===== src/rtl/sample_window_reader.sv =====
// rtl/sample_window_reader.sv - drains the sensor FIFO into WINDOW_LEN-sample feature windows (optional WINDOW_MINMAX_EN)
module sample_window_reader #(
    parameter int DATA_WIDTH = 8,
    parameter int WINDOW_LEN = 4,
    parameter int IDX_WIDTH  = 4
) (
    input  logic                             clk,
    input  logic                             reset,
    input  logic [DATA_WIDTH-1:0]            fifo_data,
    input  logic                             fifo_empty,
    output logic                             read_enable,
    input  logic                             flush,
    output logic [DATA_WIDTH*WINDOW_LEN-1:0] window_data,
    output logic                             window_valid,
    input  logic                             window_ready,
`ifdef WINDOW_MINMAX_EN
    output logic [DATA_WIDTH-1:0]            window_min,
    output logic [DATA_WIDTH-1:0]            window_max,
`endif
    output logic [15:0]                      window_count
);

    typedef enum logic [1:0] {
        IDLE    = 2'd0,
        REQ     = 2'd1,
        WAIT    = 2'd2,
        PRESENT = 2'd3
    } state_t;

    state_t                          state;
    state_t                          state_next;
    logic [IDX_WIDTH-1:0]            idx;
    logic [DATA_WIDTH*WINDOW_LEN-1:0] window_q;
    logic [15:0]                     count_q;
    logic                            capture;
    logic                            accept;
    logic                            last_slot;

    assign last_slot    = (idx == IDX_WIDTH'(WINDOW_LEN - 1));
    assign read_enable  = (state == REQ);
    assign window_valid = (state == PRESENT);
    assign window_data  = window_q;
    assign window_count = count_q;

    // State register
    always_ff @(posedge clk or negedge reset) begin
        if (!reset) begin
            state <= IDLE;
        end else begin
            state <= state_next;
        end
    end

    // Next-state decode; capture and accept are suppressed by flush
    always_comb begin
        state_next = state;
        capture    = 1'b0;
        accept     = 1'b0;
        case (state)
            IDLE: begin
                if (!flush && !fifo_empty) begin
                    state_next = REQ;
                end
            end
            REQ: begin
                state_next = flush ? IDLE : WAIT;
            end
            WAIT: begin
                if (flush) begin
                    state_next = IDLE;
                end else begin
                    capture    = 1'b1;
                    state_next = last_slot ? PRESENT : IDLE;
                end
            end
            PRESENT: begin
                if (flush) begin
                    state_next = IDLE;
                end else if (window_ready) begin
                    accept     = 1'b1;
                    state_next = IDLE;
                end
            end
            default: state_next = IDLE;
        endcase
    end

    // Slot index: advances per captured sample, restarts on flush or full window
    always_ff @(posedge clk or negedge reset) begin
        if (!reset) begin
            idx <= '0;
        end else if (flush) begin
            idx <= '0;
        end else if (capture) begin
            idx <= last_slot ? '0 : idx + 1'b1;
        end
    end

    // Window slots are overwritten in place; old contents are never cleared
    always_ff @(posedge clk or negedge reset) begin
        if (!reset) begin
            window_q <= '0;
        end else begin
            for (int k = 0; k < WINDOW_LEN; k++) begin
                if (capture && (idx == IDX_WIDTH'(k))) begin
                    window_q[k*DATA_WIDTH +: DATA_WIDTH] <= fifo_data;
                end
            end
        end
    end

    // Accepted-window counter, wraps naturally
    always_ff @(posedge clk or negedge reset) begin
        if (!reset) begin
            count_q <= '0;
        end else if (accept) begin
            count_q <= count_q + 16'd1;
        end
    end

`ifdef WINDOW_MINMAX_EN
    logic [DATA_WIDTH-1:0] min_q;
    logic [DATA_WIDTH-1:0] max_q;

    assign window_min = min_q;
    assign window_max = max_q;

    // Running unsigned min/max; slot 0 reloads both so a flush needs no explicit clear
    always_ff @(posedge clk or negedge reset) begin
        if (!reset) begin
            min_q <= '0;
            max_q <= '0;
        end else if (capture) begin
            if (idx == '0) begin
                min_q <= fifo_data;
                max_q <= fifo_data;
            end else begin
                if (fifo_data < min_q) min_q <= fifo_data;
                if (fifo_data > max_q) max_q <= fifo_data;
            end
        end
    end
`endif

endmodule

===== config.mk =====
export PLATFORM = sky130hd
export DESIGN_NAME = sample_window_reader
export DESIGN_NICKNAME = d
export VERILOG_FILES = /design/src/rtl/sample_window_reader.sv
export SDC_FILE = /design/constraint.sdc
export NUM_CORES = 1
export LEC_CHECK = 0
export ABC_CLOCK_PERIOD_IN_PS = 2130
export CAP_MARGIN = 30
export CORE_ASPECT_RATIO = 1.5
export CORE_MARGIN = 3
export CORE_UTILIZATION = 47
export DETAILED_ROUTE_END_ITERATION = 16
export GPL_ROUTABILITY_DRIVEN = 0
export PLACE_DENSITY = 0.79
export SLEW_MARGIN = 20
export SYNTH_ARGS = -nofsm -noshare
export SYNTH_HDL_FRONTEND = slang
export SYNTH_SLANG_ARGS = --single-unit

===== constraint.sdc =====
create_clock -name clk -period 2.13 [get_ports clk]
set_input_delay 0.213 -clock clk [delete_from_list [all_inputs] [get_ports clk]]
set_output_delay 0.213 -clock clk [all_outputs]
set_load 0.05 [all_outputs]

==> out/metrics.csv, run 1 <==
stage,metric,value,unit
timing,final setup TNS,0,ns
timing,Tmin final,1.96,ns
global_routing,number of global-route vias before repair,1614,
place,dpl ws,0.161,ns
floorplan,Die Height,91.0,um
synth,Main synth FF type,dfrtp_1,
floorplan,Initial Utilization,49.4,%
cells_and_area,Register Area,1350,um2
synth,Syn Area/Cell,13.5,um2
global_routing,first-pass GRT wire length,7.60,mm
synth,largest area contributor in the netlist,dfrtp_1,
timing,Layout Skew,0.0108,ns
floorplan,Core Area,4580,um2
timing,Hold Fails Final Rpt,0,
worst_setup_path,crit path max-delay cell type,clkdlybuf4s50_1,
synth,"top cells by area, synth","dfrtp_1 60%, mux2_2 16%, xnor2_1 4.6%",
power,PD cells,730,nW/um2
min_path,Worst Hold Class,in2async,
synth,cell count after synthesis,167,
cells_and_area,"most common cell after layout, fill and taps aside",clkdlybuf4s50_1,
cells_and_area,antenna fix cells,0,
synth,Post-synth EDFFs,0,
timing,Slew HR,63.3,%
synth,"Seq/Total Area, Yosys",59.7,%
timing,hold slack,0.427,ns
floorplan,die width,62.6,um
timing,actual slew at the worst max-slew pin,0.550,ns
timing,setup violators final,0,
clock_network,clock slew at reported path FFs,0.10,ns
synth,Yosys cell types,25,
drt,DRC violations left,0,
synth,post-synthesis cell area,2260,um2
worst_setup_path,CP cell instances,"and2_1, clkdlybuf4s50_1",
clock_network,clk root buf,clkbuf_8,
timing,worst setup margin,0.169,ns
worst_setup_path,CP Max Fanout,8,
worst_setup_path,"Req. time, crit path",1.92,ns
clock_network,Clock Sinks,54,
synth,fraction of registers with async set/reset,100,%
cells_and_area,Finished Core Util,66.9,%
place,dpl hpwl,3.40,mm
cells_and_area,Finished Layout Cells,303,
worst_setup_path,Crit Path Category,reg2out,
clock_network,CTS Buf Count,5,
drt,Vias,1553,
timing,RSZ-0062 raised after global routing,false,
drt,first-pass iteration count of the detailed router,4,
clock_network,H-tree level count,2,
drt,wire per inst,15.2,um
worst_setup_path,arrival time worst endpoint,1.75,ns
worst_setup_path,crit path capture type,output port,
global_routing,largest net degree at the start of global routing,27,
place,Cells after DPL,294,
floorplan,IO Pins,63,
cells_and_area,Filler Cells Inserted,362,
clock_network,Max clock buf depth,2,
clock_network,number of setup buffers added after CTS,0,
power,LEAKAGE,1.40,nW
floorplan,die area,5700,um2
status,outcome,finished clean,
synth,"FF+latch count, synth",54,
cells_and_area,Multi-input gate area,877,um2
cells_and_area,P&R area growth vs syn,35.5,%
global_routing,initial antenna violation count,0,
power,Worst IR Drop VDD,0.468,mV
clock_network,CTS tree,done,
synth,synth warn,0,
global_routing,Total GRT Usage,16.8,%
worst_setup_path,Worst path max stage delay,0.81,ns
synth,syn nets,185,
synth,area share of the largest cell type after synthesis,59.7,%
drt,final WL,4.59,mm
drt,Antenna Violating Nets Remaining,0,
drt,vias per std cell,5.13,
floorplan,row count,30,
timing,Final Cycle Share,92.1,%
global_routing,total grt overflow,0,
run,Max Cap Viol,0,
cells_and_area,Nets,256,
cells_and_area,layout cells sized above 1,19.7,%
clock_network,"Clk Latency, worst-skew pair",0.31,ns
timing,Max Clk Rate,0.510,GHz
drt,First DRT Iteration DRCs,48,
timing,max-slew violations,0,
place,PortBufs,62,
cells_and_area,"commonest cells after routing, fill and taps aside","61 x clkdlybuf4s50_1, 54 x dfrtp_1, 33 x mux2_2",
worst_setup_path,Worst setup SP type,flop,
[cell type report]
class | count | share of cell area [%]
Inverter | 3 | 0.367
Timing Repair Buffer | 67 | 21.4
Clock inverter | 3 | 0.694
Multi-Input combinational cell | 107 | 28.6
Sequential cell | 54 | 44.1
Clock buffer | 5 | 2.24
Tap cell | 64 | 2.61
[repair_timing]
item,in CTS,in global routing
endpoints found under the hold margin,24,0
hold buffers,1,0
resized for setup,0,0
[synthesized netlist by cell type, drive strengths merged (2+ instances only)]
cell	count
dfrtp	54
mux2	33
nand2	14
xnor2	12
nand3	6
and2	5
and4	5
ha	5
a21oi	4
nor2	4
xor2	4
buf	3
inv	3
nand4	3
nor2b	2
[cells by family (layout without fill, tap and decap cells)]
| kind of cell | Yosys count | count (layout) | synth area share [%] |
|---|---|---|---|
| flip-flops | 54 | 54 | 59.7 |
| AND/OR/NAND/NOR | 47 | 47 | 11.9 |
| adder cells (fa/ha/maj) | 5 | 5 | 2.77 |
| AO/OA/AOI/OAI | 6 | 6 | 1.44 |
| buffers and inverters | 6 | 78 | 1.49 |
| XOR/XNOR | 16 | 16 | 6.19 |
| multiplexers | 33 | 33 | 16.4 |
[sequential cells by signal (all words and copies together), names as in the netlist]
| register | flops |
|---|---|
| idx | 4 |
| window_count | 16 |
| state | 2 |
| window_data | 32 |
[critical path, delay by kind of cell, from the launching register on]
family,cells,cell delay (ns)
buffers and inverters,1,0.81
flip-flops,1,0.46
AND/OR/NAND/NOR,1,0.18
[power by group]
| group | total [W] | switching [W] | internal, W |
|---|---|---|---|
| Combinational | 0.000530 | 0.000338 | 0.000192 |
| Clock | 0.000565 | 0.000333 | 0.000231 |
| Sequential | 0.00114 | 0.0000486 | 0.00109 |
[routing by layer]
| metal | vias up | wire (um) | global-route usage, % | part of all wire [%] |
|---|---|---|---|---|
| li1 | 725 | - | - | - |
| met1 | 762 | 1950 | 20.7 | 43 |
| met2 | 57 | 2210 | 26.6 | 48 |
| met3 | 9 | 355 | 6.44 | 7.7 |
| met4 | 0 | 78 | 6.45 | 1.7 |
| met5 | - | 0 | 0 | 0 |
[per-stage QoR]
step | total power [W] | area [um2]
after global routing | 0.00234 | 3070
after detailed placement | 0.00170 | 2970
after global placement | 0.00169 | 2970
after floorplan | 0.00148 | 2260
final | 0.00224 | 3070
after CTS | 0.00226 | 3070
[final timing paths]
kind                                   from               end  slack (ns)  cells after the start
hold / removal                        reset    window_data[8]        0.43                      2
setup reg to reg                     idx[1]   window_data[10]        0.33                      5
setup / recovery                   state[0]      window_valid        0.17                      2
max in group asynchronous             reset   window_data[10]        1.09                      3
hold reg to reg            window_count[15]  window_count[15]        0.47                      1
min in group clk           window_count[15]  window_count[15]        0.47                      1
Note: power is estimated with default switching activity, not from simulation.
==> run 2, diff against run 1 <==
MAX_ROUTING_LAYER = met4   (was default)
==> out/metrics.csv, run 2 (same netlist as run 1, synthesis figures left out) <==
stage,metric,value,unit,change
cells_and_area,Register Area,1350,um2,unchanged
timing,Max Clk Rate,0.510,GHz,about the same
clock_network,clk root buf,clkbuf_8,,
drt,first-pass iteration count of the detailed router,4,,unchanged
clock_network,H-tree level count,2,,unchanged
cells_and_area,Nets,256,,unchanged
clock_network,Max clock buf depth,2,,unchanged
drt,First DRT Iteration DRCs,48,,unchanged
global_routing,largest net degree at the start of global routing,27,,unchanged
worst_setup_path,arrival time worst endpoint,1.75,ns,about the same
clock_network,clock slew at reported path FFs,0.10,ns,about the same
power,power share of the sequential group,51.1,%,about the same
global_routing,Total GRT Usage,17.3,%,+0.47 points
floorplan,Die Height,91.0,um,unchanged
worst_setup_path,Worst setup SP type,flop,,
cells_and_area,P&R area growth vs syn,35.5,%,unchanged
drt,DRC violations left,0,,unchanged
cells_and_area,layout cells sized above 1,19.7,%,unchanged
clock_network,CTS Buf Count,5,,unchanged
timing,final setup TNS,0,ns,unchanged
timing,max-slew violations,0,,unchanged
place,dpl hpwl,3.40,mm,unchanged
clock_network,"Clk Latency, worst-skew pair",0.31,ns,about the same
cells_and_area,antenna fix cells,0,,unchanged
drt,vias per std cell,5.12,,about the same
cells_and_area,Finished Cell Area,3070,um2,unchanged
clock_network,number of setup buffers added after CTS,0,,unchanged
power,Worst IR Drop VDD,0.468,mV,about the same
cells_and_area,"most common cell after layout, fill and taps aside",clkdlybuf4s50_1,,
clock_network,PostCTS Resize Cnt,0,,unchanged
run,Max Cap Viol,0,,unchanged
min_path,Worst Hold Class,in2async,,
worst_setup_path,CP cell instances,"and2_1, clkdlybuf4s50_1",,
cells_and_area,max reg flops,32,,unchanged
timing,hold slack,0.427,ns,-0.000675 ns
floorplan,IO Pins,63,,unchanged
worst_setup_path,CP Max Fanout,8,,unchanged
timing,Layout Skew,0.0111,ns,+0.000253 ns
place,PortBufs,62,,unchanged
timing,setup violators final,0,,unchanged
floorplan,Core Area,4580,um2,unchanged
worst_setup_path,crit path max-delay cell type,clkdlybuf4s50_1,,
global_routing,number of global-route vias before repair,1614,,unchanged
worst_setup_path,Worst path max stage delay,0.81,ns,about the same
global_routing,total grt overflow,0,,unchanged
cells_and_area,Finished Layout Cells,303,,unchanged
clock_network,CTS tree,done,,
place,Cells after DPL,294,,unchanged
worst_setup_path,Crit Path Category,reg2out,,
drt,final WL,4.60,mm,about the same
clock_network,Clock Sinks,54,,unchanged
timing,Tmin final,1.96,ns,+0.0000960 ns
timing,RSZ-0062 raised after global routing,false,,
cells_and_area,Multi-input gate area,877,um2,unchanged
power,Clk network pwr share,25.2,%,about the same
floorplan,Initial Utilization,49.4,%,unchanged
drt,wire per inst,15.2,um,about the same
worst_setup_path,"Req. time, crit path",1.92,ns,about the same
clock_network,hold bufs inserted after CTS,1,,unchanged
timing,actual slew at the worst max-slew pin,0.550,ns,-0.000310 ns
power,PD cells,730,nW/um2,about the same
power,Net Sw Frac,32.2,%,about the same
power,internal power,0.00152,W,about the same
place,"Cell Area, Placed",2970,um2,unchanged
power,Logic pwr share,23.7,%,about the same
cells_and_area,"commonest cells after routing, fill and taps aside","61 x clkdlybuf4s50_1, 54 x dfrtp_1, 33 x mux2_2",,
cells_and_area,Filler Cells Inserted,362,,unchanged
timing,Final Cycle Share,92.1,%,about the same
floorplan,die area,5700,um2,unchanged
power,LEAKAGE,1.40,nW,unchanged
drt,Vias,1552,,-0.064%
floorplan,row count,30,,unchanged
floorplan,die width,62.6,um,unchanged
global_routing,initial antenna violation count,0,,unchanged
status,outcome,finished clean,,
worst_setup_path,crit path capture type,output port,,
drt,Antenna Violating Nets Remaining,0,,unchanged
timing,Slew HR,63.4,%,about the same
timing,Hold Fails Final Rpt,0,,unchanged
global_routing,first-pass GRT wire length,7.60,mm,unchanged
power,NetSw,0.000721,W,about the same
-- run 2: critical path: cells and delay by family, from the launching register on --
family | cells | cell delay (ns)
simple gates | 1 | 0.18
flops | 1 | 0.46
buf+inv | 1 | 0.81
-- run 2: power by group through the flow --
stage          sequential (W)  combinational [W]  clock (W)
2_1_floorplan         0.00139          0.0000812          0
3_3_place_gp          0.00116           0.000528          0
3_5_place_dp          0.00116           0.000533          0
4_1_cts               0.00114           0.000536   0.000579
5_1_grt               0.00115           0.000558   0.000629
6_report              0.00114           0.000530   0.000565
-- run 2: cell type report --
cell class	count	area share [%]
timing repair buffer	67	21.4
clock buffer	5	2.24
clock inverter	3	0.694
inverter	3	0.367
sequential	54	44.1
tap	64	2.61
multi-input combinational	107	28.6
-- run 2: metal layers --
| layer | wire [um] | up-vias | track usage [%] |
|---|---|---|---|
| met1 | 1990 | 761 | 21.2 |
| met4 | 78 | 0 | 6.45 |
| met2 | 2210 | 57 | 26.6 |
| li1 | - | 725 | - |
| met5 | 0 | - | - |
| met3 | 314 | 9 | 5.69 |
-- run 2: path summary, 6_finish.rpt --
check | startpoint | end | slack, ns | depth (start not counted)
max reg2reg | idx[1] | window_data[10] | 0.33 | 5
max in group asynchronous | reset | window_data[10] | 1.09 | 3
min reg2reg | window_count[15] | window_count[15] | 0.47 | 1
max | state[0] | window_valid | 0.17 | 2
min | reset | window_data[8] | 0.43 | 2
min in group clk | window_count[15] | window_count[15] | 0.47 | 1
-- run 2: through the flow --
step	setup WS, ns	utilization, %	power [W]
floorplan	0.498	-	0.00148
global placement	0.181	64.8	0.00169
detailed placement	0.161	64.8	0.00170
CTS	0.152	66.9	0.00226
global route	0.0864	66.9	0.00234
finish	0.169	66.9	0.00224
==> RTL edit, RTL diff (settings of run 1) <==
Re-encode `state_t` (4 states) as one-hot, 4 bits wide.
--- a/src/rtl/sample_window_reader.sv
+++ b/src/rtl/sample_window_reader.sv
@@ -20,11 +20,11 @@
     output logic [15:0]                      window_count
 );
 
-    typedef enum logic [1:0] {
-        IDLE    = 2'd0,
-        REQ     = 2'd1,
-        WAIT    = 2'd2,
-        PRESENT = 2'd3
+    typedef enum logic [3:0] {
+        IDLE    = 4'b0001,
+        REQ     = 4'b0010,
+        WAIT    = 4'b0100,
+        PRESENT = 4'b1000
     } state_t;
 
     state_t                          state;
Behaviour: same outputs for any inputs over 10 cycles, from zero or initial values and one cycle with reset low; not proved beyond that.
==> RTL edit against run 1 <==
- utilization fell by 1.2 points
- the flow now finishes with violations (hold timing)
- routed wire length up 7.3%
- cell area rose by 4.0%
- sequential cell count up 2
- area after synthesis increased by 4.4%
- largest cell class unchanged
- non-clock buffer count did not move
- worst setup slack worse by 0.082 ns
- maximum frequency shrank 4.0%
- hold slack worse by 0.43 ns
Power is not compared: it rests on default switching activity, and its combinational part moved more than twofold at a synthesized area within 25%.
==> RTL edit: results (changes against run 1) <==
Slew headroom = 44.5% (was 63.3%)
N_diodes = 0 (unchanged)
GRT met2 Usage = 32.9% (was 26.6%)
Failing checks = hold timing
# Post-CTS Setup Buffers = 0 (unchanged)
Vias in the first global route = 1747 (was 1614)
Clk_skew = 0.00787 ns (was 0.0108 ns)
Crit Path Max Fanout = 7 (was 8)
DR WL/cell = 15.4 microns (was 15.2 microns)
Most frequent cells after synthesis = 55 x dfrtp_1, 31 x mux2_2, 12 x nand2_1 (was 54 x dfrtp_1, 33 x mux2_2, 14 x nand2_1)
Outcome = finished with violations (was complete, no violations)
GRT met3 Usage = 4.73% (was 6.44%)
Initial antenna violation count = 0 (unchanged)
Post-synthesis sequential area ratio = 59.4% (was 59.7%)
Net count after synthesis = 199 (was 185)
Final hold viol count = 13 (was 0)
H-tree levels = 2 (unchanged)
Yosys warnings = 0 (unchanged)
Hold Crit Class = input port to async pin (unchanged)
Cells after Synth = 181 (was 167)
Placed insts = 311 (was 294)
Post-synth ARST share = 100% (unchanged)
CTS resizes = 0 (unchanged)
First-pass GRT wire length = 8480 microns (was 7600 microns)
Maximum number of pins on one net before global-route repair = 39 (was 27)
DRT iter0 DRCs = 61 (was 48)
R2r setup slk = 0.09 ns (was 0.33 ns)
Detail Route met3 WL = 316 microns (was 355 microns)
Drt total wl = 4930 microns (was 4590 microns)
Hold Slack = -0.00274 ns (was 0.427 ns)
Worst skew pair latency = 0.31 ns (about the same)
Nets = 270 (was 256)
DR pass1 iterations = 4 (unchanged)
Total GRT Usage = 18.3% (was 16.8%)
GRT met1 Usage = 20.6% (was 20.7%)
Yosys cell types = 34 (was 25)
Number of flip-flops in the largest register = 32 (unchanged)
VDD IR-drop max = 0.485 mV
Top layer in use = met4 (unchanged)
CTS Buffer Depth = 2 (unchanged)
Vias per cell = 5.24 (was 5.13)
WP data arrival = 2.28 ns (was 1.75 ns)
Max incr delay on CP = 0.66 ns (was 0.81 ns)
Final HPWL from detailed placement = 3680 microns (was 3400 microns)
DR WL met2 = 2580 microns (was 2210 microns)
Port Buffer Count = 62 (unchanged)
Routed length on met1 = 1970 microns (was 1950 microns)
Clk pin slew, worst setup/hold paths = 0.11 ns
Delay-heaviest family, CP = simple AND/OR/NAND/NOR gates (was buffers and inverters)
Slowest stage cell on the critical path = or4b_1 (was clkdlybuf4s50_1)
Top post-synthesis cells by area = dfrtp_1 58%, mux2_2 15%, xnor2_1 3.0% (was dfrtp_1 60%, mux2_2 16%, xnor2_1 4.6%)
Leak = 1.48 nW
Share of post-route cells with drive strength above 1 = 20.6% (was 19.7%)
FILL cells = 395 (was 362)
Ys flop type = dfrtp_1 (unchanged)
[RTL edit: cells by family (layout without fill, tap and decap cells)]
family | count (synthesis) | after routing | share of synthesized area [%]
AND/OR/NAND/NOR | 59 | 59 | 13.8
flip-flops | 56 | 56 | 59.4
multiplexers | 33 | 33 | 15.7
XOR/XNOR | 16 | 16 | 5.94
AO/OA/AOI/OAI | 6 | 6 | 1.43
buffers and inverters | 6 | 78 | 1.01
adder cells (fa/ha/maj) | 5 | 5 | 2.65
[RTL edit: worst paths after layout]
path                                   from          endpoint  cells past startpoint
max reg2reg                        state[1]  window_count[15]                      4
min reg2reg                window_count[15]  window_count[15]                      1
max                                state[1]  window_count[15]                      4
min in group clk           window_count[15]  window_count[15]                      1
max in group asynchronous             reset   window_data[29]                      2
min                                   reset   window_data[22]                      1
[RTL edit: final cells by class]
type / instances / area share, %
inverters: 3 / 0.353
repair buffers: 67 / 20.7
flip-flops and latches: 56 / 44.0
clock buffers: 5 / 2.16
well taps: 66 / 2.59
multi-input cells: 119 / 29.3
clock inverters: 3 / 0.863
[RTL edit: report_power, final]
group          switching (mW)  internal, mW
Combinational          0.0902        0.0561
Clock                   0.364         0.242
Sequential             0.0127          1.08
[RTL edit: through the flow]
stage | utilization [%] | setup WS [ns] | power, mW | cell area [sq um] | hold WS, ns
after floorplan | - | 0.242 | 1.18 | 2360 | -0.0826
after global placement | 63.8 | 0.0152 | 1.26 | 3090 | 0.359
after detailed placement | 63.8 | 0.0163 | 1.26 | 3090 | 0.363
after CTS | 65.8 | 0.0681 | 1.87 | 3190 | 0.0112
after global routing | 65.8 | 0.0135 | 1.93 | 3190 | 0.0293
final | 65.8 | 0.0871 | 1.84 | 3190 | -0.00274
